--- config.mk ---
export PLATFORM = sky130hd
export DESIGN_NAME = key_decimal_display_flat
export DESIGN_NICKNAME = d
export VERILOG_FILES = /design/src/rtl/key_disp_pkg.sv /design/src/rtl/key_decimal_display_if.sv /design/src/rtl/key_decimal_display_bin2bcd_seq.sv /design/src/rtl/key_decimal_display.sv /design/src/flat_wrapper.sv
export SDC_FILE = /design/constraint.sdc
export NUM_CORES = 1
export LEC_CHECK = 0
export BUFFER_PORTS_ARGS = -buffer_cell sky130_fd_sc_hd__buf_2
export CAP_MARGIN = 10
export CORE_ASPECT_RATIO = 2
export CORE_UTILIZATION = 60
export CTS_BUF_LIST = sky130_fd_sc_hd__clkbuf_4
export CTS_CLUSTER_SIZE = 40
export DETAILED_ROUTE_END_ITERATION = 8
export PLACE_DENSITY_LB_ADDON = 0.05
export SYNTH_ARGS = -nofsm -noshare
export SYNTH_HDL_FRONTEND = slang
export SYNTH_SLANG_ARGS = --single-unit
--- constraint.sdc ---
create_clock -name clk -period 3.05 [get_ports clk]
set_input_delay 0 -clock clk [delete_from_list [all_inputs] [get_ports clk]]
set_output_delay 0 -clock clk [all_outputs]
set_load 0.05 [all_outputs]
--- src/rtl/key_disp_pkg.sv ---
// Shared key-display constants, conversion FSM states and digit helpers.
// Used by the key editor, the decimal display and the 7-seg driver.
package key_disp_pkg;
  localparam int DIGITS = 10;
  localparam int BCD_W  = 40;
  localparam int KEY_W  = 32;

  typedef enum logic [1:0] {
    CONV_IDLE   = 2'd0,
    CONV_SHIFT  = 2'd1,
    CONV_COMMIT = 2'd2
  } conv_state_t;

  // Index of the highest nonzero digit; 0 when every digit is zero.
  function automatic logic [3:0] msd_of(input logic [BCD_W-1:0] b);
    msd_of = 4'd0;
    for (int k = 0; k < DIGITS; k++) begin
      if (b[4*k +: 4] != 4'd0) msd_of = 4'(k);
    end
  endfunction

  function automatic logic [3:0] digit_at(input logic [BCD_W-1:0] b, input logic [3:0] idx);
    digit_at = 4'd0;
    for (int k = 0; k < DIGITS; k++) begin
      if (4'(k) == idx) digit_at = b[4*k +: 4];
    end
  endfunction
endpackage

--- src/rtl/key_decimal_display_if.sv ---
// Key value in, converted digits and scanned digit out; slave is the display block.
interface key_decimal_display_if;
  import key_disp_pkg::*;

  logic [KEY_W-1:0] value;
  logic             cursor_en;
  logic [3:0]       cursor;
  logic [BCD_W-1:0] bcd;
  logic             bcd_valid;
  logic             busy;
  logic [3:0]       scan_idx;
  logic [3:0]       scan_bcd;
  logic             scan_blank;

  modport master (
    output value, cursor_en, cursor,
    input  bcd, bcd_valid, busy, scan_idx, scan_bcd, scan_blank
  );

  modport slave (
    input  value, cursor_en, cursor,
    output bcd, bcd_valid, busy, scan_idx, scan_bcd, scan_blank
  );
endinterface

--- src/rtl/key_decimal_display_bin2bcd_seq.sv ---
// Sequential shift-add-3 binary to BCD: start in IDLE, KEY_W shift cycles, one commit cycle.
// Result register is written only at commit; start is ignored while busy.
module bin2bcd_seq
  import key_disp_pkg::*;
#(
  parameter int KEY_W = key_disp_pkg::KEY_W
) (
  input  logic             clk,
  input  logic             rst,
  input  logic             start_i,
  input  logic [KEY_W-1:0] bin_i,
  output logic             busy_o,
  output logic             done_o,
  output logic [BCD_W-1:0] bcd_o
);
  localparam int SRW = BCD_W + KEY_W;
  localparam int CW  = $clog2(KEY_W);

  conv_state_t      state_q;
  logic [SRW-1:0]   sr_q;
  logic [SRW-1:0]   sr_d;
  logic [SRW-1:0]   adj;
  logic [CW-1:0]    cnt_q;
  logic             busy_q;
  logic [BCD_W-1:0] bcd_q;

  always_comb begin
    adj = sr_q;
    for (int k = 0; k < BCD_W / 4; k++) begin
      if (adj[KEY_W + 4*k +: 4] >= 4'd5)
        adj[KEY_W + 4*k +: 4] = adj[KEY_W + 4*k +: 4] + 4'd3;
    end
    sr_d = adj << 1;
  end

  always_ff @(posedge clk) begin
    if (rst) begin
      state_q <= CONV_IDLE;
      sr_q    <= '0;
      cnt_q   <= '0;
      busy_q  <= 1'b0;
      bcd_q   <= '0;
    end else begin
      case (state_q)
        CONV_IDLE: begin
          if (start_i) begin
            sr_q    <= {{BCD_W{1'b0}}, bin_i};
            cnt_q   <= '0;
            busy_q  <= 1'b1;
            state_q <= CONV_SHIFT;
          end
        end
        CONV_SHIFT: begin
          sr_q  <= sr_d;
          cnt_q <= cnt_q + CW'(1);
          if (cnt_q == CW'(KEY_W - 1)) state_q <= CONV_COMMIT;
        end
        CONV_COMMIT: begin
          bcd_q   <= sr_q[SRW-1 -: BCD_W];
          busy_q  <= 1'b0;
          state_q <= CONV_IDLE;
        end
        default: state_q <= CONV_IDLE;
      endcase
    end
  end

  assign busy_o = busy_q;
  assign done_o = (state_q == CONV_COMMIT);
  assign bcd_o  = bcd_q;
endmodule

--- src/rtl/key_decimal_display.sv ---
// Key to 10 decimal digits (33 cycles per conversion) with a scanned, blanked digit output.
// Conversion restarts whenever the key differs from the last one converted; no backpressure.
module key_decimal_display
  import key_disp_pkg::*;
#(
  parameter int SCAN_DIV  = 100000,
  parameter int BLINK_DIV = 25000000
) (
  input  logic clk,
  input  logic rst,
  key_decimal_display_if.slave kif
);
  localparam int SCW = $clog2(SCAN_DIV + 1);
  localparam int BCW = $clog2(BLINK_DIV + 1);

  logic [BCD_W-1:0] bcd;
  logic             busy;
  logic             done;
  logic             start;
  logic [KEY_W-1:0] last_q;
  logic             pending_q;
  logic             bcd_valid_q;

  logic [SCW-1:0]   scan_cnt_q;
  logic [3:0]       scan_idx_q;
  logic [3:0]       scan_bcd_q;
  logic             scan_blank_q;
  logic [BCW-1:0]   blink_cnt_q;
  logic             phase_on_q;

  logic             scan_wrap;
  logic [3:0]       idx_d;
  logic [3:0]       msd;
  logic [3:0]       curs_lim;
  logic             lead;
  logic             blink;
  logic             blank_d;

  assign start = !busy && (pending_q || kif.value != last_q);

  bin2bcd_seq #(.KEY_W(KEY_W)) u_conv (
    .clk     (clk),
    .rst     (rst),
    .start_i (start),
    .bin_i   (kif.value),
    .busy_o  (busy),
    .done_o  (done),
    .bcd_o   (bcd)
  );

  always_ff @(posedge clk) begin
    if (rst) begin
      last_q      <= '0;
      pending_q   <= 1'b1;
      bcd_valid_q <= 1'b0;
    end else if (start) begin
      last_q      <= kif.value;
      pending_q   <= 1'b0;
      bcd_valid_q <= 1'b0;
    end else if (done) begin
      bcd_valid_q <= 1'b1;
    end
  end

  assign scan_wrap = (scan_cnt_q == SCW'(SCAN_DIV - 1));

  // Blanking is evaluated for the digit that will be presented after this edge.
  always_comb begin
    idx_d = scan_idx_q;
    if (scan_wrap) idx_d = (scan_idx_q == 4'(DIGITS - 1)) ? 4'd0 : scan_idx_q + 4'd1;
    msd      = msd_of(bcd);
    curs_lim = (kif.cursor > 4'd9) ? 4'd9 : kif.cursor;
    lead     = (idx_d > msd) && !(kif.cursor_en && idx_d <= curs_lim);
    blink    = kif.cursor_en && (kif.cursor <= 4'd9) && (idx_d == kif.cursor) && !phase_on_q;
    blank_d  = lead || blink || !bcd_valid_q;
  end

  always_ff @(posedge clk) begin
    if (rst) begin
      scan_cnt_q   <= '0;
      scan_idx_q   <= 4'd0;
      scan_bcd_q   <= 4'd0;
      scan_blank_q <= 1'b0;
    end else begin
      scan_cnt_q   <= scan_wrap ? '0 : scan_cnt_q + SCW'(1);
      scan_idx_q   <= idx_d;
      scan_bcd_q   <= digit_at(bcd, idx_d);
      scan_blank_q <= blank_d;
    end
  end

  always_ff @(posedge clk) begin
    if (rst || !kif.cursor_en) begin
      blink_cnt_q <= '0;
      phase_on_q  <= 1'b1;
    end else if (blink_cnt_q == BCW'(BLINK_DIV - 1)) begin
      blink_cnt_q <= '0;
      phase_on_q  <= !phase_on_q;
    end else begin
      blink_cnt_q <= blink_cnt_q + BCW'(1);
    end
  end

  assign kif.bcd        = bcd;
  assign kif.bcd_valid  = bcd_valid_q;
  assign kif.busy       = busy;
  assign kif.scan_idx   = scan_idx_q;
  assign kif.scan_bcd   = scan_bcd_q;
  assign kif.scan_blank = scan_blank_q;
endmodule

--- src/flat_wrapper.sv ---
// flat-port wrapper written by rule: the top's interface ports become plain ports
module key_decimal_display_flat import key_disp_pkg::*;
#(
  parameter int SCAN_DIV  = 100000,
  parameter int BLINK_DIV = 25000000
)
  (clk, rst, kif_value, kif_cursor_en, kif_cursor, kif_bcd, kif_bcd_valid, kif_busy, kif_scan_idx, kif_scan_bcd, kif_scan_blank);
  key_decimal_display_if kif_i ();
  input  logic clk;
  input  logic rst;
  input wire logic [$bits(kif_i.value)-1:0] kif_value;
  input wire logic [$bits(kif_i.cursor_en)-1:0] kif_cursor_en;
  input wire logic [$bits(kif_i.cursor)-1:0] kif_cursor;
  output wire logic [$bits(kif_i.bcd)-1:0] kif_bcd;
  output wire logic [$bits(kif_i.bcd_valid)-1:0] kif_bcd_valid;
  output wire logic [$bits(kif_i.busy)-1:0] kif_busy;
  output wire logic [$bits(kif_i.scan_idx)-1:0] kif_scan_idx;
  output wire logic [$bits(kif_i.scan_bcd)-1:0] kif_scan_bcd;
  output wire logic [$bits(kif_i.scan_blank)-1:0] kif_scan_blank;
  assign kif_i.value = kif_value;
  assign kif_i.cursor_en = kif_cursor_en;
  assign kif_i.cursor = kif_cursor;
  assign kif_bcd = kif_i.bcd;
  assign kif_bcd_valid = kif_i.bcd_valid;
  assign kif_busy = kif_i.busy;
  assign kif_scan_idx = kif_i.scan_idx;
  assign kif_scan_bcd = kif_i.scan_bcd;
  assign kif_scan_blank = kif_i.scan_blank;
  key_decimal_display #(.SCAN_DIV(SCAN_DIV), .BLINK_DIV(BLINK_DIV)) u_core (.clk(clk), .rst(rst), .kif(kif_i));
endmodule
==> results.md, run 1 <==
- Max stage delay on crit path: 560 ps
- Netlist cell types: 60
- Die H: 182 um
- Initial antenna violation count: 1
- WL final: approximately 24 mm
- Clock skew: 36.9 ps
- Critical path launch point type: flop
- Critical Path AT: 3370 ps
- Reg2Reg Setup Slack: about 170 ps
- Crit-path slowest cell: or4b_4
- Outcome: complete, no violations
- First-pass GRT wire length: just under 40 mm
- Tmin final: 2880 ps
- Pin count of the biggest net entering global routing: 78
- CTS Buffer Depth: 3
- Global Route Usage Sum: 0.289
- Final cycle utilization of the critical path: 0.944
- Max Cap Viol: 0
- Flop pwr share: 0.530
- Largest cells by area after synthesis: dfxtp_1 42%, nand2_1 7.2%, nor2_1 5.4%
- CP Data Required Time: 3540 ps
- Post-synth ARST share: 0
- Cell count after synthesis: 1155
- Pwr Total: 5340 uW
- Slew margin rel.: 0.437
- Final nets: 1379
- Syn Nets: 1228
- NetSw: 1340 uW
- Cell taking the most area after synthesis: dfxtp_1
- Crit-path max FO: 15
- Mean Syn Cell Area: 8.41 um^2
- Hold Path Class: input port to flop
- Synth top area share: 0.424
- Core Rows: between 60 and 70
- Filler instances: roughly 1300
- CTS sink cnt: between 200 and 250
- DP Wirelength: 17.0 mm
- Slew @ Worst Pin: between 800 and 900 ps
- Initial Util: 0.616
- WL/cell: between 15 and 20 um
- Worst setup EP type: flop
- Max Freq: around 0.35 GHz
- VDD IR max: about 0.38 mV
- Grt total ovfl: 0
- Predominant post-synthesis flop cell: dfxtp_1
- Layout Utilization: 0.728
- Post-synthesis register bit count: 206
- Clk network pwr share: 0.386
- Vias/cell: 5.65
- Drt first-iter violations: 344
- Share of the yosys chip area belonging to registers: 0.424
- I/O pins: 90
- Worst-path clk slew: 70 ps
- Cells along the critical path: or4b_4 > or4_4 > mux2_4 > clkinv_4 > o21ai_0 > a221oi_2 > a2111oi_2 > a2111oi_1
- CTS tree: built
- Hold Fails Final Rpt: 0
- Switching share of power: 0.252
- Synthesis Warnings: 0
- Cts bufs inserted: 46
- Power Dens Cells: 465 nW/um^2
- Input/output buffers: 89
- Clock latency on the worst-skew pair: 620 ps
- # DRC: 0
- Gate power share: 0.084
- Drt first pass iters: 5
- Multi-input gate area: 5280 um^2
- Layout cells sized above 1: 0.158
- CP Class: flop to flop
- Register area: 4120 um^2
- Setup violators final: 0
- Vias in the first global route: 8476
- DRT antenna net count: 0
- Number of synthesized flops with an enable pin: 0
- CTS Root Buffer Type: clkbuf_4
- H-tree depth: 2
- P_int: 4000 uW
- Core Box Area: ~16000 um^2
- Slew Limit Fails: 0
- Die X: 92.0 um
- RSZ-0062 raised after global routing: false
- Gpl congestion: 0.884
- Synth-to-layout area growth: 18.1%
- Leakage: between 0.004 and 0.005 uW
- Die area: 16700 um^2
- Syn Std Cell Area: 9720 um^2
- Via count: 8686
==> cells in the final DEF (no fill, tap or decap), types with 5 or more instances in the layout <==
master	n
nand2_1	186
nand3_1	33
clkinv_1	7
xnor2_1	56
dlygate4sd3_1	45
and4_1	7
and3_1	10
mux2i_1	38
clkbuf_4	69
o21ai_0	42
nor2b_1	6
nor2_1	136
nor4_1	6
buf_4	30
ha_1	33
nand2b_1	19
xor2_1	34
nand4_1	13
a311oi_1	31
and2_1	5
dfxtp_1	206
inv_1	32
nor3_1	22
a21oi_1	72
buf_2	88
a22o_1	31
==> state kept, by name (all words and copies together), names as in the netlist, 2 cells and up <==
register,cells
u_core.blink_cnt_q,25
u_core.kif.scan_bcd,4
u_core.kif.scan_idx,4
u_core.last_q,32
u_core.scan_cnt_q,17
u_core.u_conv.bcd_o,40
u_core.u_conv.cnt_q,5
u_core.u_conv.sr_q,72
u_core.u_conv.state_q,2
==> logic make-up (layout without fill, tap and decap cells) <==
group           count (synthesis)  after routing  share of synthesized area
compound gates                221            221                      0.151
xor+xnor                       90             90                     0.0811
fa+ha+maj                      34             34                     0.0438
buf+inv                        95            276                     0.0384
flops                         206            206                      0.424
mux                            43             43                     0.0465
other cells                     0              1                          0
simple gates                  466            466                      0.215
==> final timing paths <==
check,startpoint,end,cells after the start
max reg2reg,u_core.scan_cnt_q[8]$_SDFF_PP0_,u_core.kif.scan_bcd[1]$_SDFF_PP0_,8
min,kif_value[26],u_core.last_q[26]$_SDFFE_PP0P_,4
max,u_core.scan_cnt_q[8]$_SDFF_PP0_,u_core.kif.scan_bcd[1]$_SDFF_PP0_,8
min reg2reg,u_core.u_conv.sr_q[8]$_SDFFE_PP0P_,u_core.u_conv.sr_q[9]$_SDFFE_PP0P_,2
==> timing repair <==
item	CTS	global route
setup buffers	0	0
hold buffers	45	0
endpoints found under the setup margin	1	2
endpoints found under the hold margin	90	0
resized for setup	1	7
==> power groups by stage <==
stage / Clock [uW] / Sequential, uW / Combinational [uW]
finish: 2060 / 2830 / 449
global route: 2240 / 2840 / 490
CTS: 2110 / 2830 / 445
detailed placement: 0 / 2890 / 399
global placement: 0 / 2890 / 395
floorplan: 0 / 2880 / 276
==> routing by layer <==
layer	global-route usage	share of wire	wire, um	vias to the layer above
met5	0	0	0	-
met4	0.218	0.074	1820	0
met3	0.0402	0.037	900	96
met2	0.543	0.53	12900	233
met1	0.277	0.36	8840	4030
li1	-	-	-	4327
==> area by class of cell <==
| class | count | share of cell area |
|---|---|---|
| clock buffer | 69 | 0.0451 |
| tap | 201 | 0.0219 |
| clock inverter | 9 | 0.00316 |
| inverter | 34 | 0.0116 |
| antenna | 1 | 0.000218 |
| sequential | 206 | 0.359 |
| multi-input combinational | 854 | 0.460 |
| timing repair buffer | 164 | 0.0990 |
==> synthesized netlist by cell type (all sizes together) (5+ instances only) <==
library cell / instances
a2111oi: 6
a21oi: 72
a22o: 31
a311oi: 31
and2: 5
and3: 10
and4: 7
clkbuf: 57
dfxtp: 206
ha: 34
inv: 33
mux2i: 39
nand2: 186
nand2b: 19
nand3: 33
nand4: 13
nor2: 139
nor2b: 7
nor3: 22
nor4: 7
o21ai: 44
or4: 5
xnor2: 56
xor2: 34
==> per-stage QoR <==
stage,cells,setup slack (ps),TNS [ps],cell area (um^2),hold slack [ps]
global placement,1414,89.2,0,10400,275
floorplan,1155,247,0,9720,144
global route,1538,3.36,0,11500,203
finish,1538,171,0,11500,218
detailed placement,1414,-14.3,-14.3,10400,282
CTS,1537,121,0,11400,168
==> worst max-delay path, delay by kind of cell (launching register included) <==
family,cells,cell delay [ps]
and+or+nand+nor,2,1070
AOI/OAI and AO/OA,4,880
muxes,1,380
DFF,1,310
buffers and inverters,1,120
(Power assumes the default switching activity.)
==> run 2: changes to the inputs <==
--- a/config.mk
+++ b/config.mk
@@ -7,7 +7,7 @@
 export LEC_CHECK = 0
 export BUFFER_PORTS_ARGS = -buffer_cell sky130_fd_sc_hd__buf_2
 export CAP_MARGIN = 10
-export CORE_ASPECT_RATIO = 2
+export CORE_ASPECT_RATIO = 1.25
 export CORE_UTILIZATION = 60
 export CTS_BUF_LIST = sky130_fd_sc_hd__clkbuf_4
 export CTS_CLUSTER_SIZE = 40
==> run 2 against run 1 <==
Sequential power about the same; register-to-register slack worse by 40 ps; sequential cell count unchanged; critical endpoint unchanged; via count up 0.87%; cell area down 0.38%; critical path depth up 1.
==> results.md, run 2 (same netlist as run 1, synthesis figures left out) <==
- Critical path launch point type: flop
- Max Freq: 0.343 GHz (-1.3%)
- Global Route Usage Sum: 0.287 (-0.00202)
- Worst-path clk slew: 60 ps (about the same)
- Multi-input gate area: 5260 um^2 (-0.43%)
- Slew Limit Fails: 0 (unchanged)
- Worst setup EP type: flop
- First-pass GRT wire length: 38.3 mm (-2.2%)
- Initial Util: 0.619 (+0.00314)
- Hold Fails Final Rpt: 0 (unchanged)
- DP Wirelength: 16.2 mm (-4.3%)
- Leakage: 0.00464 uW (-0.58%)
- Vias/cell: 5.66 (+0.16%)
- CTS Root Buffer Type: clkbuf_4
- Filler instances: 1268 (-3.6%)
- Tmin final: 2920 ps (+37.9 ps)
- CTS sink cnt: 206 (unchanged)
- Final WS setup: 133 ps (-37.9 ps)
- Die X: 116 um (+26%)
- # DRC: 0 (unchanged)
- Cts bufs inserted: 50 (+8.7%)
- Clock latency on the worst-skew pair: 640 ps (+20 ps)
- Slew @ Worst Pin: 769 ps (-75.5 ps)
- Vias in the first global route: 8192 (-3.4%)
- CP Class: flop to flop
- Outcome: complete, no violations
- Final nets: 1375 (-0.29%)
- VDD IR max: 0.314 mV (-17%)
- DP Worst Slack: 50.8 ps (+65.1 ps)
- H-tree depth: 2 (unchanged)
- Input/output buffers: 89 (unchanged)
- Drt first-iter violations: 551 (+60%)
- Most frequent cells in the layout: 206 x dfxtp_1, 186 x nand2_1, 136 x nor2_1
- CP Data Required Time: 3550 ps (about the same)
- Cells along the critical path: or4b_4 > or4_4 > buf_4 > mux2i_4 > inv_2 > a21o_1 > nand2_1 > a2111oi_1 > a2111oi_1
- Worst Hold Margin: 200 ps (-18.2 ps)
- Pin count of the biggest net entering global routing: 77 (-1.3%)
- Drt first pass iters: 5 (unchanged)
- CTS Buffer Depth: 3 (unchanged)
- DRT antenna net count: 0 (unchanged)
- Synth-to-layout area growth: 17.7%
- Reg with most FFs: u_core.u_conv.sr_q
- Reg2Reg Setup Slack: 130 ps (-40 ps)
- Grt total ovfl: 0 (unchanged)
- Max stage delay on crit path: 500 ps (-60 ps)
- Worst Path Buf+Inv: 2 (+1)
- Core Box Area: 15700 um^2 (-0.51%)
- Hold Path Class: input port to flop
- Die area: 16700 um^2 (-0.16%)
- Clock skew: 51.0 ps (+14.1 ps)
- Power Dens Cells: 469 nW/um^2 (+0.89%)
- Gpl congestion: 0.932 (+5.4%)
- Largest register FFs: 72 (unchanged)
- WL final: 24.0 mm (-1.9%)
- CTS tree: built
- Setup repair bufs after CTS: 0 (unchanged)
- Commonest non-fill, non-tap cell in the layout: dfxtp_1
- Family with the most delay on the worst path: simple AND/OR/NAND/NOR gates
- Crit-path max FO: 8 (-7)
- Total negative slack: 0 ps (unchanged)
- Max Cap Viol: 0 (unchanged)
- I/O pins: 90 (unchanged)
- Register area: 4120 um^2 (unchanged)
- Critical Path AT: 3420 ps (+50 ps)
- Layout cells sized above 1: 0.155 (-0.00299)
- RSZ-0062 raised after global routing: false
- Core Rows: 51 (-22%)
- Cell mode on critical path: a2111oi_1
- Die H: 144 um (-21%)
- Slew margin rel.: 0.486 (+0.0491)
- Crit-path slowest cell: or4b_4
- Setup violators final: 0 (unchanged)
- Via count: 8762 (+0.87%)
- Final cycle utilization of the critical path: 0.956 (+0.0124)
- WL/cell: 15.5 um (-2.6%)
- Initial antenna violation count: 1 (unchanged)
-- run 2: cell count changes in the layout (fill, tap and decap cells not counted), moves of 2 or more --
| cell | change |
|---|---|
| a2111oi_1 | +2 |
| buf_4 | -2 |
| clkinv_1 | +7 |
| dlygate4sd3_1 | -7 |
-- run 2: worst paths after layout --
kind,end,cells after the start,from
min,u_core.last_q[24]$_SDFFE_PP0P_,4,kif_value[24]
min reg2reg,u_core.blink_cnt_q[0]$_SDFF_PP0_,1,u_core.blink_cnt_q[0]$_SDFF_PP0_
max reg2reg,u_core.kif.scan_bcd[1]$_SDFF_PP0_,9,u_core.scan_cnt_q[7]$_SDFF_PP0_
max,u_core.kif.scan_bcd[1]$_SDFF_PP0_,9,u_core.scan_cnt_q[7]$_SDFF_PP0_
-- run 2: cell type report --
| type | instances | area share |
|---|---|---|
| Timing Repair Buffer | 156 | 0.0937 |
| Tap cell | 212 | 0.0232 |
| Antenna cell | 1 | 0.000219 |
| Inverter | 34 | 0.0116 |
| Clock buffer | 69 | 0.0453 |
| Clock inverter | 17 | 0.00580 |
| Multi-Input combinational cell | 854 | 0.460 |
| Sequential cell | 206 | 0.361 |
-- run 2: report_power, final --
part | internal [uW] | total [uW] | switching [uW]
registers | 2770 | 2830 | 58.3
clock network | 1040 | 2090 | 1050
logic | 191 | 444 | 253
total | 4010 | 5370 | 1360
-- run 2: metrics by stage --
| stage | cells | power, uW | utilization | instance area, um^2 |
|---|---|---|---|---|
| after CTS | 1548 | 5410 | 0.728 | 11400 |
| after floorplan | 1155 | 3150 | - | 9720 |
| after global routing | 1549 | 5610 | 0.729 | 11400 |
| after global placement | 1424 | 3280 | 0.666 | 10500 |
| after detailed placement | 1424 | 3290 | 0.666 | 10500 |
| final | 1549 | 5370 | 0.729 | 11400 |
-- run 2: worst min-delay path: stages --
cell,delay [ps]
dlygate4sd3_1,510
buf_2,120
mux2i_1,70
nor2_1,80
-- run 2: routing by layer --
| layer | routed length (um) | global-route usage |
|---|---|---|
| met4 | 659 | 0.128 |
| met1 | 10200 | 0.340 |
| met3 | 1250 | 0.0524 |
| met5 | 0 | 0 |
| met2 | 11900 | 0.504 |
-- run 2: what timing repair did --
| action | 4_1_cts | 5_1_grt |
|---|---|---|
| setup endpoints to repair | 1 | 5 |
| endpoints found under the hold margin | 77 | 0 |
| resized for setup | 1 | 5 |
| hold buffers | 38 | 0 |
| cloned | 0 | 0 |
==> run 3: changes to the inputs <==
--- a/config.mk
+++ b/config.mk
@@ -8,7 +8,8 @@
 export BUFFER_PORTS_ARGS = -buffer_cell sky130_fd_sc_hd__buf_2
 export CAP_MARGIN = 10
 export CORE_ASPECT_RATIO = 1.25
-export CORE_UTILIZATION = 60
+export CORE_MARGIN = 2
+export CORE_UTILIZATION = 56
 export CTS_BUF_LIST = sky130_fd_sc_hd__clkbuf_4
 export CTS_CLUSTER_SIZE = 40
 export DETAILED_ROUTE_END_ITERATION = 8
==> constraint.sdc (replaced) <==
create_clock -name clk -period 2.6 [get_ports clk]
set_input_delay 0 -clock clk [delete_from_list [all_inputs] [get_ports clk]]
set_output_delay 0 -clock clk [all_outputs]
set_load 0.05 [all_outputs]
==> run 3 against run 2 <==
Cell area up 5.6%; sequential share of layout area down 1.9 points; global-route usage down 1.5 points; sequential cell count unchanged; the run now ends with negative setup slack left; core utilization down 1.4 points; hold slack worse by 27 ps; fmax up 5.4%; die area up 10%.
==> results.md, run 3 (same netlist as run 1, synthesis figures left out) <==
- Leakage: 0.00495 uW (+6.8%)
- DRT antenna net count: 0 (unchanged)
- Power Dens Cells: 524 nW/um^2 (+12%)
- Setup violators final: 5 (+5)
- RSZ-0062 raised after global routing: true
- Largest register FFs: 72 (unchanged)
- Reg2Reg Setup Slack: -170 ps (-300 ps)
- CTS Root Buffer Type: clkbuf_4
- Layout Utilization: 0.714 (-0.0142)
- Most frequent cells in the layout: 202 x dfxtp_1, 183 x nand2_1, 136 x nor2_1
- Hold Path Class: input port to flop
- Critical Path AT: 3240 ps (-180 ps)
- WL/cell: 15.6 um (+0.62%)
- VDD IR max: 0.391 mV (+24%)
- Grt total ovfl: 0 (unchanged)
- Reg with most FFs: u_core.u_conv.sr_q
- Initial Util: 0.575 (-0.0444)
- Global Route Usage Sum: 0.273 (-0.0146)
- Gpl congestion: 0.941 (+1.0%)
- Worst R2R Path Depth: 10 (+1)
- Worst-path clk slew: 60 ps (about the same)
- Final nets: 1435 (+4.4%)
- Worst reg2reg endpoint: u_core.kif.scan_bcd[1]$_SDFF_PP0_
- Vias in the first global route: 8612 (+5.1%)
- Core Rows: 53 (+3.9%)
- CTS sink cnt: 206 (unchanged)
- Vias/cell: 5.54 (-2.0%)
- Final cycle utilization of the critical path: 1.06 (+0.108)
- Hold path start: kif_value[6]
- Max Cap Viol: 0 (unchanged)
- Filler instances: 1376 (+8.5%)
- Layout cells sized above 1: 0.211 (+0.0564)
- CP Class: flop to flop
- Hold Fails Final Rpt: 0 (unchanged)
- CTS tree: built
- I/O pins: 90 (unchanged)
- Multi-input gate area: 5450 um^2 (+3.8%)
- Hold depth: 4 (unchanged)
- Outcome: finished, violations left
- Worst setup EP type: flop
- DP Wirelength: 17.0 mm (+4.6%)
- # DRC: 0 (unchanged)
- Drt first-iter violations: 562 (+2.0%)
- Initial antenna violation count: 1 (unchanged)
- Slew @ Worst Pin: 793 ps (+23.6 ps)
- Drt first pass iters: 4 (-1)
- Synth-to-layout area growth: 24.3%
- First-pass GRT wire length: 40.9 mm (+6.9%)
- CTS Buffer Depth: 3 (unchanged)
- Cts bufs inserted: 53 (+6.0%)
- H-tree depth: 2 (unchanged)
- Die X: 122 um (+5.2%)
- Commonest non-fill, non-tap cell in the layout: dfxtp_1
- Clock latency on the worst-skew pair: 650 ps (about the same)
- Critical path launch point type: flop
- Slew Limit Fails: 0 (unchanged)
- CP Data Required Time: 3070 ps (-480 ps)
- Input/output buffers: 89 (unchanged)
- Slew margin rel.: 0.472 (-0.0145)
- Die H: 151 um (+4.8%)
- Core Box Area: 16900 um^2 (+7.7%)
- Max Freq: 0.361 GHz (+5.4%)
- Final WS setup: -168 ps (-301 ps)
- Tmin final: 2770 ps (-149 ps)
- Pin count of the biggest net entering global routing: 68 (-12%)
- Register area: 4130 um^2 (+0.12%)
- WL final: 25.1 mm (+4.7%)
- Reg2Reg Launch Point: u_core.scan_cnt_q[13]$_SDFF_PP0_
- Die area: 18400 um^2 (+10%)
- Crit-path max FO: 6 (-2)
- Pwr Total: 6330 uW (+18%)
- Via count: 8936 (+2.0%)
- WHS Endpoint: u_core.last_q[6]$_SDFFE_PP0P_
- Clock skew: 20.8 ps (-30.2 ps)
- Failing checks: negative setup slack
==> run 3: cell types whose count changed in the layout (fill, tap and decap cells not counted), sizes merged <==
| cell | change |
|---|---|
| inv | +1 |
| dlygate4sd3 | +1 |
| clkinv | -3 |
| buf | +56 |
==> run 3: critical path, cell delays in order (launching register included) <==
cell and delay [ps]:
dfxtp_2 320, or4b_4 550, or4_4 490, buf_4 180
mux2i_4 170, inv_2 80, a21o_1 220, buf_6 140
buf_4 130, a211oi_1 250, a2111oi_2 80
==> run 3: what timing repair did <==
item | CTS | global route
gates resized for setup | 24 | 24
endpoints found under the hold margin | 98 | 0
endpoints found under the setup margin | 5 | 5
pin swaps | 8 | 14
buffers inserted | 2 | 8
hold buffers | 39 | 0
==> run 3: area by class of cell <==
type / count / share of cell area
tap: 220 / 0.0228
inverter: 34 / 0.0112
sequential: 206 / 0.342
clock inverter: 15 / 0.00508
clock buffer: 69 / 0.0429
timing repair buffer: 213 / 0.125
antenna: 1 / 0.000207
multi-input combinational: 854 / 0.452
==> run 3: power by group <==
group | switching, uW | leakage, uW | internal [uW]
clock | 1250 | 0.000353 | 1220
combinational | 304 | 0.00292 | 234
sequential | 61.4 | 0.00168 | 3250
==> run 3: metal layers <==
metal / vias to the layer above / share of wire / GRT usage
met4: 0 / 0.026 / 0.106
met3: 56 / 0.052 / 0.0553
met5: - / 0 / 0
met2: 251 / 0.49 / 0.472
li1: 4434 / - / -
met1: 4195 / 0.43 / 0.332
==> run 3: worst max path at each step <==
stage,to,cells past startpoint,startpoint
finish,u_core.kif.scan_bcd[1]$_SDFF_PP0_,10,u_core.scan_cnt_q[13]$_SDFF_PP0_
global placement,u_core.kif.scan_bcd[1]$_SDFF_PP0_,8,u_core.scan_cnt_q[8]$_SDFF_PP0_
detailed placement,u_core.kif.scan_bcd[1]$_SDFF_PP0_,8,u_core.scan_cnt_q[8]$_SDFF_PP0_
CTS,u_core.kif.scan_bcd[1]$_SDFF_PP0_,8,u_core.scan_cnt_q[8]$_SDFF_PP0_
floorplan,u_core.kif.scan_blank$_SDFF_PP0_,14,u_core.scan_cnt_q[8]$_SDFF_PP0_
global route,u_core.kif.scan_blank$_SDFF_PP0_,13,u_core.scan_cnt_q[13]$_SDFF_PP0_
==> run 3: per-stage QoR <==
stage / cell area, um^2 / std cells / worst slack (ps) / TNS (ps) / hold slack (ps)
after detailed placement: 10800 / 1478 / -311 / -884 / 281
after global routing: 12100 / 1612 / -298 / -1300 / 159
after CTS: 11900 / 1603 / -228 / -942 / 113
after global placement: 10800 / 1478 / -189 / -635 / 277
after floorplan: 9730 / 1155 / -116 / -245 / 144
final: 12100 / 1612 / -168 / -759 / 173
